[config.mk]
export PLATFORM = sky130hd
export DESIGN_NAME = stopwatch_ctrl
export DESIGN_NICKNAME = d
export VERILOG_FILES = /design/src/rtl/stopwatch_ctrl.sv
export SDC_FILE = /design/constraint.sdc
export NUM_CORES = 1
export LEC_CHECK = 0
export CAP_MARGIN = 20
export CORE_MARGIN = 5
export CORE_UTILIZATION = 30
export CTS_CLUSTER_SIZE = 10
export DETAILED_ROUTE_END_ITERATION = 16
export GPL_ROUTABILITY_DRIVEN = 0
export GPL_TIMING_DRIVEN = 0
export PLACE_DENSITY_LB_ADDON = 0.3
export RECOVER_POWER = 50
export SKIP_LAST_GASP = 1
export SLEW_MARGIN = 20
export SYNTH_ARGS = -nofsm -noshare
export SYNTH_HDL_FRONTEND = slang
export SYNTH_SLANG_ARGS = --single-unit
[constraint.sdc]
create_clock -name clk -period 4.6 [get_ports clk]
set_input_delay 0.92 -clock clk [delete_from_list [all_inputs] [get_ports clk]]
set_output_delay 0.92 -clock clk [all_outputs]
set_load 0.05 [all_outputs]
[src/rtl/stopwatch_ctrl.sv]
// Stopwatch control: tick prescalers, button conditioning, RUN/PAUSED/ADJUST FSM
// and the BCD mm:ss time registers consumed by the display block.
module stopwatch_ctrl #(
    parameter int TICK_1HZ  = 100_000_000,
    parameter int TICK_ADJ  = 50_000_000,
    parameter int TICK_DIS  = 100_000,
    parameter int DB_CYCLES = 1_000_000
) (
    input  logic       clk,
    input  logic       rst,
    input  logic       btn_pause,
    input  logic       btn_clr,
    input  logic       adj,
    input  logic       sel,
    output logic [2:0] m10,
    output logic [3:0] m1,
    output logic [2:0] s10,
    output logic [3:0] s1,
    output logic       dis_en,
    output logic       blink,
    output logic       running
);

    localparam int W1 = (TICK_1HZ  > 1) ? $clog2(TICK_1HZ)  : 1;
    localparam int WA = (TICK_ADJ  > 1) ? $clog2(TICK_ADJ)  : 1;
    localparam int WS = (TICK_DIS  > 1) ? $clog2(TICK_DIS)  : 1;
    localparam int WD = (DB_CYCLES > 1) ? $clog2(DB_CYCLES) : 1;

    typedef enum logic [1:0] {
        RUN,
        PAUSED,
        ADJUST
    } state_t;

    state_t state;

    logic          adj_m, adj_s, sel_m, sel_s;
    logic [1:0]    btn_m, btn_s;        // bit 0 = pause, bit 1 = clear
    logic [1:0]    btn_lvl, btn_lvl_d, btn_p;
    logic [WD-1:0] db_cnt [2];
    logic          pause_p, clr_p;

    logic [W1-1:0] hz_cnt;
    logic [WA-1:0] adj_cnt;
    logic [WS-1:0] dis_cnt;
    logic          run_tick, adj_tick, sec_wrap;

    // Increment a BCD pair modulo 60; out-of-range digits fall back to legal values.
    function automatic logic [6:0] inc60(input logic [2:0] tens, input logic [3:0] ones);
        logic [2:0] t;
        logic [3:0] o;
        if (ones >= 4'd9) begin
            o = 4'd0;
            t = (tens >= 3'd5) ? 3'd0 : tens + 3'd1;
        end else begin
            o = ones + 4'd1;
            t = (tens > 3'd5) ? 3'd0 : tens;
        end
        return {t, o};
    endfunction

    always_ff @(posedge clk) begin
        if (rst) begin
            adj_m <= 1'b0;
            adj_s <= 1'b0;
            sel_m <= 1'b0;
            sel_s <= 1'b0;
            btn_m <= '0;
            btn_s <= '0;
        end else begin
            adj_m <= adj;
            adj_s <= adj_m;
            sel_m <= sel;
            sel_s <= sel_m;
            btn_m <= {btn_clr, btn_pause};
            btn_s <= btn_m;
        end
    end

    always_ff @(posedge clk) begin
        if (rst) begin
            for (int unsigned i = 0; i < 2; i++) db_cnt[i] <= '0;
            btn_lvl   <= '0;
            btn_lvl_d <= '0;
            btn_p     <= '0;
        end else begin
            for (int unsigned i = 0; i < 2; i++) begin
                if (btn_s[i] == btn_lvl[i]) begin
                    db_cnt[i] <= '0;
                end else if (db_cnt[i] == WD'(DB_CYCLES - 1)) begin
                    btn_lvl[i] <= btn_s[i];
                    db_cnt[i]  <= '0;
                end else begin
                    db_cnt[i] <= db_cnt[i] + WD'(1);
                end
            end
            btn_lvl_d <= btn_lvl;
            btn_p     <= btn_lvl & ~btn_lvl_d;
        end
    end

    assign pause_p = btn_p[0];
    assign clr_p   = btn_p[1];

    always_comb begin
        run_tick = (state == RUN)    && (hz_cnt  == W1'(TICK_1HZ - 1));
        adj_tick = (state == ADJUST) && (adj_cnt == WA'(TICK_ADJ - 1));
        sec_wrap = (s1 == 4'd9) && (s10 == 3'd5);
    end

    always_ff @(posedge clk) begin
        if (rst) begin
            dis_cnt <= '0;
            dis_en  <= 1'b0;
        end else if (dis_cnt == WS'(TICK_DIS - 1)) begin
            dis_cnt <= '0;
            dis_en  <= 1'b1;
        end else begin
            dis_cnt <= dis_cnt + WS'(1);
            dis_en  <= 1'b0;
        end
    end

    // The 1 Hz prescaler only holds outside RUN so a resumed second keeps its elapsed part.
    always_ff @(posedge clk) begin
        if (rst || clr_p) begin
            hz_cnt <= '0;
        end else if (state == RUN) begin
            if (run_tick) hz_cnt <= '0;
            else          hz_cnt <= hz_cnt + W1'(1);
        end
    end

    always_ff @(posedge clk) begin
        if (rst || (state != ADJUST)) begin
            adj_cnt <= '0;
        end else if (adj_tick) begin
            adj_cnt <= '0;
        end else begin
            adj_cnt <= adj_cnt + WA'(1);
        end
    end

    always_ff @(posedge clk) begin
        if (rst) begin
            state   <= RUN;
            running <= 1'b1;
            blink   <= 1'b0;
        end else if (adj_s) begin
            state   <= ADJUST;
            running <= 1'b0;
            if (adj_tick) blink <= ~blink;
        end else begin
            case (state)
                RUN: begin
                    if (pause_p) begin
                        state   <= PAUSED;
                        running <= 1'b0;
                    end
                end
                PAUSED: begin
                    if (pause_p) begin
                        state   <= RUN;
                        running <= 1'b1;
                    end
                end
                default: begin
                    state   <= PAUSED;
                    running <= 1'b0;
                    blink   <= 1'b0;
                end
            endcase
        end
    end

    always_ff @(posedge clk) begin
        if (rst || clr_p) begin
            m10 <= '0;
            m1  <= '0;
            s10 <= '0;
            s1  <= '0;
        end else if (run_tick) begin
            {s10, s1} <= inc60(s10, s1);
            if (sec_wrap) {m10, m1} <= inc60(m10, m1);
        end else if (adj_tick) begin
            if (sel_s) {s10, s1} <= inc60(s10, s1);
            else       {m10, m1} <= inc60(m10, m1);
        end
    end

endmodule

==> flow_summary.toml, run 1 <==
[run_status]
status = "completed"

[critical_path]
r2r_slack_ps = 1850
critical_path.cell_chain = "or4b_1, or4_1, o22ai_1, o21ai_0, a32o_1"
slowest_stage_cell_on_the_critical_path = "sky130_fd_sc_hd__o22ai_1"
critPathMaxStageDelay_ps = 740
critical_path_arrival_ps = 3050
worstSetupStartpointType = "register"
endpoint_kind = "register"
top_fanout_value_on_the_critical_path = 10
critical_path_class = "register to register"
worstReg2RegEnd = "s1[2]"
r2r_cells = 5
crit_required_ps = 4900
timing.rr.start = "adj_cnt[9]"

[synthesis]
top_reg_cell_synth = "sky130_fd_sc_hd__dfxtp_1"
synth_top_cells_by_area = "sky130_fd_sc_hd__dfxtp_1, sky130_fd_sc_hd__edfxtp_1, sky130_fd_sc_hd__nor2_1"
synthesis.instances = 734
syn-mean-instance-area_sq_um = 9.36
synth-seq-area-share_pct = 47.5
synth_edf_count = 40
async_set_reset_flop_share_out_of_synthesis_pct = 0
synth_top_area_share_pct = 30.0
synth_largest_area_cell = "sky130_fd_sc_hd__dfxtp_1"
synth-seq-cells = 143
post_synth_instance_area_sq_mm = 0.00687
synth.distinct_cells = 59
synthesis.yosys.warnings = 0

[grt]
global_route.overflow_total = 0
grt_pass1_wl_mm = 23.2
grtUsageTotal_pct = 10.7
first_global_vias = 4891
pin_count_of_the_biggest_net_entering_global_routing = 17
antenna_found_initial = 0

[cts]
post_cts_buffers = 0
htreeDepth = 4
numClockSinks = 143
root_buffer = "sky130_fd_sc_hd__clkbuf_16"
ctsResizeCount = 0
postCtsHoldBufs = 0
clk_pin_slew_worst_paths_ps = 60
tritoncts_clock_tree = "yes"
clk-insertion-delay-late_ps = 420
cts_max_path_buffers = 2
cts_made_buffers = 17

[sta]
maxSlewHeadroom_pct = 38.2
period_minus_slack_ps = 2750
final-setup-viol-count = 0
transition_time_of_the_tightest_slew_check_pin_ps = 927
setup_total_negative_slack_ps = 0
finalMaxSlewViolations = 0
rsz0062_at_grt = "no"
fmax_mhz = 364
worst_hold_slack_ps = 382
fin_worst_skew_ps = 8.05
post-route-period-util_pct = 59.8
hold_viol = 0

[power_and_ir_drop]
static-leakage-power_nw = 2.72
power_per_cell_area_mw_per_mm2 = 343
vdd.ir_drop.worst_mv = 0.268

[final_layout]
area.growth.synth_to_final_pct = 18.6
n_antenna_cell = 0
num-nets-final = 835
post_route_cells_drive_above_1_share_pct = 5.80
fillerInstances = 2325
layout_commonest_cell = "sky130_fd_sc_hd__nor2_1"
layout.cells.most_common_list = "sky130_fd_sc_hd__nor2_1, sky130_fd_sc_hd__dfxtp_1, sky130_fd_sc_hd__xnor2_1, sky130_fd_sc_hd__nand2_1, sky130_fd_sc_hd__xor2_1"

[worst_hold_path]
worstHoldEndpoint = "btn_p[1]"
min_path_type = "register to register"
hold-path-cell-count = 1
hp-start = "btn_lvl_d[1]"

[detailed_routing]
antenna_violating_nets_post_route = 0
route.detailed.drc = 0
via_count = 5169
number_of_violations_reported_at_the_end_of_detailed_routing_iteration_0 = 347
per_cell_routed_wire_length_um = 11.9
finalWirelength_mm = 13.3
vias_per_cell = 4.65
detail_route.first_pass.iterations = 4

[floorplan]
rows = 55
chipWidth_um = 161
die-area_sq_mm = 0.0260
num_io_pins = 23
core-area_sq_mm = 0.0226
initial_utilization_pct = 30.4
die_y_um = 161

[place]
hpwl_detailed_mm = 9.34
port_buffers = 22

[job]
maxCapViolCount = 0
-- logic make-up after synthesis --
logic type      count (synthesis)  synth area share (%)
mux                             7                  1.04
fa+ha+maj                      15                  2.73
other cells                     1                0.0546
compound gates                 43                  4.33
buf+inv                        40                  2.79
flops                         143                  47.5
simple gates                  384                  28.7
xor+xnor                      101                  12.9
-- power by group --
group          switching, mW  internal (mW)
Clock                  0.518          0.858
Sequential            0.0239           1.32
Combinational         0.0427         0.0291
Total                  0.585           2.21
-- layer usage --
metal	track usage [%]	vias up	share of wire, %
met4	3.80	0	1.6
met3	2.65	18	2.7
met2	17.0	51	46
li1	-	2690	-
met5	0	-	0
met1	14.1	2410	50
-- worst max-delay path: cells and delay by family, from the launching register on --
kind | cells | cell delay (ps)
AO/OA/AOI/OAI | 3 | 1260
flip-flops | 1 | 340
AND/OR/NAND/NOR | 2 | 1050
-- synth_stat cells, types with 2 or more instances --
master,number
sky130_fd_sc_hd__and3_1,14
sky130_fd_sc_hd__nand4_1,23
sky130_fd_sc_hd__nor3_1,16
sky130_fd_sc_hd__nor4bb_1,3
sky130_fd_sc_hd__a32o_1,4
sky130_fd_sc_hd__buf_2,2
sky130_fd_sc_hd__and3_2,2
sky130_fd_sc_hd__and4_1,13
sky130_fd_sc_hd__clkbuf_1,14
sky130_fd_sc_hd__a21oi_1,9
sky130_fd_sc_hd__xor2_1,48
sky130_fd_sc_hd__ha_1,15
sky130_fd_sc_hd__inv_1,18
sky130_fd_sc_hd__nor2b_1,15
sky130_fd_sc_hd__nor2_1,139
sky130_fd_sc_hd__xnor2_1,53
sky130_fd_sc_hd__nor4_1,19
sky130_fd_sc_hd__edfxtp_1,40
sky130_fd_sc_hd__nor3b_1,2
sky130_fd_sc_hd__or3_1,10
sky130_fd_sc_hd__nand2_1,53
sky130_fd_sc_hd__nor4b_1,3
sky130_fd_sc_hd__o2111ai_1,2
sky130_fd_sc_hd__and4_2,3
sky130_fd_sc_hd__mux2i_1,6
sky130_fd_sc_hd__or4b_1,2
sky130_fd_sc_hd__and4bb_2,2
sky130_fd_sc_hd__buf_6,4
sky130_fd_sc_hd__a211oi_1,2
sky130_fd_sc_hd__o31ai_1,2
sky130_fd_sc_hd__o211ai_1,3
sky130_fd_sc_hd__dfxtp_1,103
sky130_fd_sc_hd__o21ai_1,3
sky130_fd_sc_hd__or4_1,4
sky130_fd_sc_hd__nand3_1,46
sky130_fd_sc_hd__and2_1,2
sky130_fd_sc_hd__or2_2,3
sky130_fd_sc_hd__nand4b_1,2
sky130_fd_sc_hd__o21ai_0,10
-- how the worst max path moves through the flow --
stage               slack, ps  depth (start not counted)         end        from
finish                   1850                          5       s1[2]  adj_cnt[9]
global route             1650                          5       s1[2]  adj_cnt[9]
CTS                      1940                          1       s1[0]       s1[0]
detailed placement       1650                          6  dis_cnt[9]         rst
global placement         1620                          6  dis_cnt[9]         rst
floorplan                2540                          5       s1[1]  adj_cnt[9]
-- metrics by stage --
step	cell area, sq um	std cells	utilization [%]	worst slack, ps	power (mW)
finish	8150	1112	36.1	1850	2.79
global route	8150	1112	36.1	1650	2.91
floorplan	7020	773	-	2540	1.42
detailed placement	7590	1080	33.6	1650	1.44
global placement	7590	1080	33.6	1620	1.44
CTS	8190	1112	36.3	1940	2.84
-- area by class of cell --
cell class                      instances  area, sq um  share of cell area (%)
Inverter                               18         67.6                   0.829
Clock inverter                          9          105                    1.29
Buffer                                 22          105                    1.29
Tap cell                              285          357                    4.38
Timing Repair Buffer                   22          220                    2.70
Clock buffer                           23          489                    6.00
Multi-Input combinational cell        590         3540                    43.5
Sequential cell                       143         3260                    40.0
-- state kept, by name, summed over array words and instances (netlist names), 2 cells and up --
name	cells
adj_cnt	26
btn_lvl	2
btn_lvl_d	2
btn_m	2
btn_p	2
btn_s	2
db_cnt	40
dis_cnt	17
hz_cnt	27
m1	4
m10	3
s1	4
s10	3
state	2
No activity file was read; power rests on OpenSTA's default activity.
==> run 2, diff against run 1 <==
Clock period 4.6 ns to 2.28 ns, I/O delays scaled along.
==> flow_summary.toml, run 2 (synthesized netlist as in run 1, its figures left out) <==
[run_status]
status = "completed"

[critical_path]
endpoint_kind = "register"
critical_path_class = "register to register"
critical_path_arrival_ps = 2510
crit_required_ps = 2600
worstSetupStartpointType = "register"
slowest_stage_cell_on_the_critical_path = "sky130_fd_sc_hd__or4b_1"
top_fanout_value_on_the_critical_path = 7
critPathMaxStageDelay_ps = 510
critical_path.cell_chain = "or4b_1, nor4_1, and4_1, buf_2, o2111ai_1, a221oi_1"
critical_path.n_buffers_inverters = 1
worst_path_dominant_cell_family = "simple AND/OR/NAND/NOR gates"

[final_layout]
register_area_sq_mm = 0.00326
flip_flop_count_of_the_largest_register_after_layout = 40
layout_commonest_cell = "sky130_fd_sc_hd__nor2_1"
largest_register = "db_cnt"
area.growth.synth_to_final_pct = 20.2
layout.cells.most_common_list = "sky130_fd_sc_hd__nor2_1, sky130_fd_sc_hd__dfxtp_1, sky130_fd_sc_hd__xnor2_1, sky130_fd_sc_hd__nand2_1, sky130_fd_sc_hd__xor2_1"
final_core_utilization_pct = 36.6
stdcell_count = 1114
fillerInstances = 2317
num-nets-final = 837
multi_input_comb_area_sq_mm = 0.00360
largestRegisters = "db_cnt (40), hz_cnt (27), adj_cnt (26)"
post_route_cells_drive_above_1_share_pct = 8.44
n_antenna_cell = 0

[detailed_routing]
vias_per_cell = 4.65
route.detailed.drc = 0
number_of_violations_reported_at_the_end_of_detailed_routing_iteration_0 = 354
detail_route.first_pass.iterations = 4
per_cell_routed_wire_length_um = 11.9
antenna_violating_nets_post_route = 0
finalWirelength_mm = 13.3
via_count = 5185

[sta]
final-setup-viol-count = 0
rsz0062_at_grt = "yes"
transition_time_of_the_tightest_slew_check_pin_ps = 748
worst_hold_slack_ps = 382
fin_worst_skew_ps = 7.78
finalMaxSlewViolations = 0
maxSlewHeadroom_pct = 49.8
post-route-period-util_pct = 96.3
period_minus_slack_ps = 2200
hold_viol = 0
fmax_mhz = 455

[floorplan]
die-area_sq_mm = 0.0260
core-area_sq_mm = 0.0226
num_io_pins = 23
rows = 55
chipWidth_um = 161
die_y_um = 161
initial_utilization_pct = 30.4

[grt]
pin_count_of_the_biggest_net_entering_global_routing = 17
grt_pass1_wl_mm = 23.2
first_global_vias = 4891
grtUsageTotal_pct = 10.7
global_route.overflow_total = 0
antenna_found_initial = 0

[power_and_ir_drop]
p_sw_mw = 1.18
sum_of_internal_switching_and_leakage_power_mw = 5.63
clock_power_share_pct = 49.3
power_per_cell_area_mw_per_mm2 = 682
intPower_mw = 4.45
power_frac_comb_pct = 2.6
pwr-share-seq_pct = 48.1
vdd.ir_drop.worst_mv = 0.539
power.share.switching_pct = 21.0
static-leakage-power_nw = 2.80

[place]
port_buffers = 22
hpwl_detailed_mm = 9.34
dp.cells = 1080

[cts]
cts_max_path_buffers = 2
cts_made_buffers = 17
root_buffer = "sky130_fd_sc_hd__clkbuf_16"
clk_pin_slew_worst_paths_ps = 60
tritoncts_clock_tree = "yes"
clk-insertion-delay-late_ps = 410
postCtsHoldBufs = 0
numClockSinks = 143
htreeDepth = 4

[worst_hold_path]
min_path_type = "register to register"

[job]
maxCapViolCount = 0
-- run 2: cell count changes in the layout (fill, tap and decap cells not counted), sizes merged --
| cell | change |
|---|---|
| clkbuf | -4 |
| buf | +6 |
| dlygate4sd1 | +1 |
| dlygate4sd2 | -1 |
| clkdlybuf4s50 | -7 |
| dlygate4sd3 | +7 |
-- run 2: timing repair --
item / CTS / global route
buffers inserted: 0 / 3
resized for setup: 3 / 16
endpoints found under the setup margin: 21 / 72
pin swaps: 0 / 2
-- run 2: path summary, 6_finish.rpt --
check / startpoint / end / slack, ps / cells past startpoint
setup / recovery: hz_cnt[8] / m1[3] / 80 / 6
setup reg to reg: hz_cnt[8] / m1[3] / 80 / 6
hold / removal: btn_lvl_d[1] / btn_p[1] / 380 / 1
hold reg to reg: btn_lvl_d[1] / btn_p[1] / 380 / 1
-- run 2: cell type report --
class,count,share of cell area [%]
timing repair buffer,25,2.94
clock inverter,9,1.27
inverter,18,0.818
buffer,21,1.55
sequential,143,39.5
multi-input combinational,590,43.7
clock buffer,23,5.92
tap,285,4.32
-- run 2: routing by layer --
layer / global-route usage [%] / part of all wire [%]
met1: 14.1 / 50
met2: 17.0 / 46
met3: 2.65 / 2.5
met4: 3.80 / 1.3
met5: 0 / 0
-- run 2: power by group through the flow --
stage	sequential, mW	clock [mW]	combinational, mW
2_1_floorplan	2.75	0	0.105
3_3_place_gp	2.76	0	0.146
3_5_place_dp	2.76	0	0.147
4_1_cts	2.71	2.87	0.148
5_1_grt	2.72	2.98	0.170
6_report	2.71	2.78	0.147
-- run 2: worst reg2reg max path, delay by kind of cell (launching register included) --
family	cells	cell delay, ps
AND/OR/NAND/NOR	3	1170
AO/OA/AOI/OAI	2	390
flip-flops	1	370
buffers and inverters	1	180
-- run 2: metrics by stage --
stage | setup TNS (ps) | area [sq um] | setup slack (ps)
2_1_floorplan | 0 | 7020 | 215
3_3_place_gp | -2930 | 7590 | -232
3_5_place_dp | -2650 | 7590 | -209
4_1_cts | 0 | 8190 | 5.97
5_1_grt | -53.5 | 8260 | -33.6
6_report | 0 | 8260 | 84.2
==> run 3, diff against run 2 <==
Settings changed: ABC_AREA set to 1, CELL_PAD_IN_SITES_DETAIL_PLACEMENT set to 0, CELL_PAD_IN_SITES_GLOBAL_PLACEMENT set to 1.
==> flow_summary.toml, run 3 <==
[grt]
first_global_vias = 6182
pin_count_of_the_biggest_net_entering_global_routing = 17
global_route.overflow_total = 0
antenna_found_initial = 0
grtUsageTotal_pct = 12.1
grt_pass1_wl_mm = 29.1

[synthesis]
synthesis.yosys.warnings = 0
post_synth_xor_area_fraction_pct = 2.96
synth-seq-area-share_pct = 42.4
post_synth_instance_area_sq_mm = 0.00770
synth_largest_area_cell = "sky130_fd_sc_hd__dfxtp_1"
synth_top_cells_by_area = "sky130_fd_sc_hd__dfxtp_1, sky130_fd_sc_hd__edfxtp_1, sky130_fd_sc_hd__nand2_1"
syn-mean-instance-area_sq_um = 7.51
main_combinational_cell_family_by_area_after_synthesis = "simple AND/OR/NAND/NOR gates"
top_reg_cell_synth = "sky130_fd_sc_hd__dfxtp_1"
synth.distinct_cells = 47
synthesis.instances = 1025
synth-seq-cells = 143
yosys.area_share.simple_pct = 36.0
synthAdderAreaFrac_pct = 2.44
synth-compound-area-share_pct = 8.09
synth_top_area_share_pct = 26.8
async_set_reset_flop_share_out_of_synthesis_pct = 0
post_synth_mux_area_share_pct = 0
synth.most_common_cell = "sky130_fd_sc_hd__nand2_1"
synth_edf_count = 40
netlist_top_cells_count = "sky130_fd_sc_hd__nand2_1, sky130_fd_sc_hd__nor2_1, sky130_fd_sc_hd__inv_1"

[sta]
fin_worst_skew_ps = 22.7
setup_total_negative_slack_ps = 0
period_minus_slack_ps = 2160
post-route-period-util_pct = 94.9
fmax_mhz = 462
finalMaxSlewViolations = 0
final-setup-viol-count = 0
transition_time_of_the_tightest_slew_check_pin_ps = 704
maxSlewHeadroom_pct = 52.9
hold_viol = 0
rsz0062_at_grt = "no"

[detailed_routing]
detail_route.first_pass.iterations = 5
via_count = 6380
number_of_violations_reported_at_the_end_of_detailed_routing_iteration_0 = 287
per_cell_routed_wire_length_um = 11.5
route.detailed.drc = 0
finalWirelength_mm = 16.7
antenna_violating_nets_post_route = 0
vias_per_cell = 4.41

[power_and_ir_drop]
power_per_cell_area_mw_per_mm2 = 640
pwr-share-seq_pct = 46.9
power.share.switching_pct = 22.6
p_sw_mw = 1.31
power_frac_comb_pct = 3.0
vdd.ir_drop.worst_mv = 0.403
intPower_mw = 4.47
static-leakage-power_nw = 3.47
clock_power_share_pct = 50.1

[final_layout]
layout_commonest_cell = "sky130_fd_sc_hd__nand2_1"
area.growth.synth_to_final_pct = 17.1
final_core_utilization_pct = 35.7
multi_input_comb_area_sq_mm = 0.00391
largest_register = "db_cnt"
n_antenna_cell = 0
post_route_cells_drive_above_1_share_pct = 10.2
num-nets-final = 1125
flip_flop_count_of_the_largest_register_after_layout = 40
fillerInstances = 2692
layout.cells.most_common_list = "sky130_fd_sc_hd__nand2_1, sky130_fd_sc_hd__nor2_1, sky130_fd_sc_hd__inv_1, sky130_fd_sc_hd__dfxtp_1, sky130_fd_sc_hd__nand3_1"
largestRegisters = "db_cnt (40), hz_cnt (27), adj_cnt (26)"
register_area_sq_mm = 0.00326

[critical_path]
critical_path_arrival_ps = 1710
top_fanout_value_on_the_critical_path = 6
critical_path.n_buffers_inverters = 1
critical_path.cell_chain = "clkdlybuf4s50_1"
worstSetupStartpointType = "register"
critical_path_class = "register to output pin"
critPathMaxStageDelay_ps = 850
worst_path_dominant_cell_family = "buffers and inverters"
endpoint_kind = "output pin"
slowest_stage_cell_on_the_critical_path = "sky130_fd_sc_hd__clkdlybuf4s50_1"
crit_required_ps = 1820

[floorplan]
core-area_sq_mm = 0.0253
rows = 58
initial_utilization_pct = 30.5
num_io_pins = 23
die_y_um = 170
chipWidth_um = 170
die-area_sq_mm = 0.0290

[cts]
postCtsHoldBufs = 0
htreeDepth = 4
clk_pin_slew_worst_paths_ps = 60
cts_max_path_buffers = 2
cts_made_buffers = 17
post_cts_buffers = 0
numClockSinks = 143
root_buffer = "sky130_fd_sc_hd__clkbuf_16"
clk-insertion-delay-late_ps = 420
tritoncts_clock_tree = "yes"
ctsResizeCount = 0

[place]
port_buffers = 21
hpwl_detailed_mm = 12.7

[job]
maxCapViolCount = 0

[worst_hold_path]
min_path_type = "register to register"

[run_status]
status = "completed"
-- run 3: cell count changes after synthesis, sizes merged, moves of 16 or more --
| cell | previous run | this run |
|---|---|---|
| nand2 | 53 | 213 |
| xnor2 | 53 | 11 |
| and4 | 16 | 0 |
| o21ai | 14 | 39 |
| nor2 | 139 | 189 |
| inv | 18 | 147 |
| xor2 | 48 | 15 |
| nand3 | 46 | 66 |
| nor3 | 16 | 46 |
| nor4 | 20 | 4 |
| a21oi | 9 | 56 |
-- run 3: power by group through the flow --
stage	sequential, mW	combinational (mW)	clock, mW
2_1_floorplan	2.75	0.130	0
3_3_place_gp	2.76	0.179	0
3_5_place_dp	2.76	0.179	0
4_1_cts	2.71	0.180	2.99
5_1_grt	2.71	0.205	3.11
6_report	2.71	0.173	2.90
-- run 3: cells by family (layout without fill, tap and decap cells) --
family	after synthesis	after routing
flip-flops	143	143
other	1	40
adder cells (fa/ha/maj)	15	15
XOR/XNOR	26	26
buffers and inverters	157	210
AO/OA/AOI/OAI	111	111
AND/OR/NAND/NOR	572	572
-- run 3: cell type report --
class / count / share of cell area (%)
Buffer: 10 / 0.707
Multi-Input combinational cell: 764 / 43.3
Timing Repair Buffer: 21 / 2.33
Clock buffer: 21 / 5.35
Tap cell: 330 / 4.58
Clock inverter: 11 / 1.40
Sequential cell: 143 / 36.2
Inverter: 147 / 6.15
-- run 3: layer usage --
| layer | track usage, % | up-vias | wire [um] |
|---|---|---|---|
| met5 | 0 | - | 0 |
| met4 | 3.23 | 0 | 142 |
| met3 | 2.67 | 8 | 477 |
| met2 | 20.4 | 70 | 7710 |
| met1 | 15.8 | 2861 | 8380 |
| li1 | - | 3441 | - |
-- run 3: per-stage QoR --
step                      cell area (sq um)  instances  setup slack, ps  hold WS (ps)  total power [mW]
after detailed placement               8470       1415              222           384              2.94
after floorplan                        7850       1064              406           373              2.88
after global placement                 8470       1415              221           379              2.94
final                                  9020       1447              116           393              5.77
after CTS                              9080       1447             69.5           320              5.87
after global routing                   9020       1447             37.4           410              6.03
-- run 3: path summary, 6_finish.rpt --
check | depth (start not counted) | slack, ps | endpoint | from
worst max-delay path | 1 | 120 | s10[2] | s10[2]
worst min-delay path | 1 | 390 | btn_p[0] | btn_lvl_d[0]
worst max register to register | 9 | 190 | hz_cnt[10] | state[1]
worst min register to register | 1 | 390 | btn_p[0] | btn_lvl_d[0]
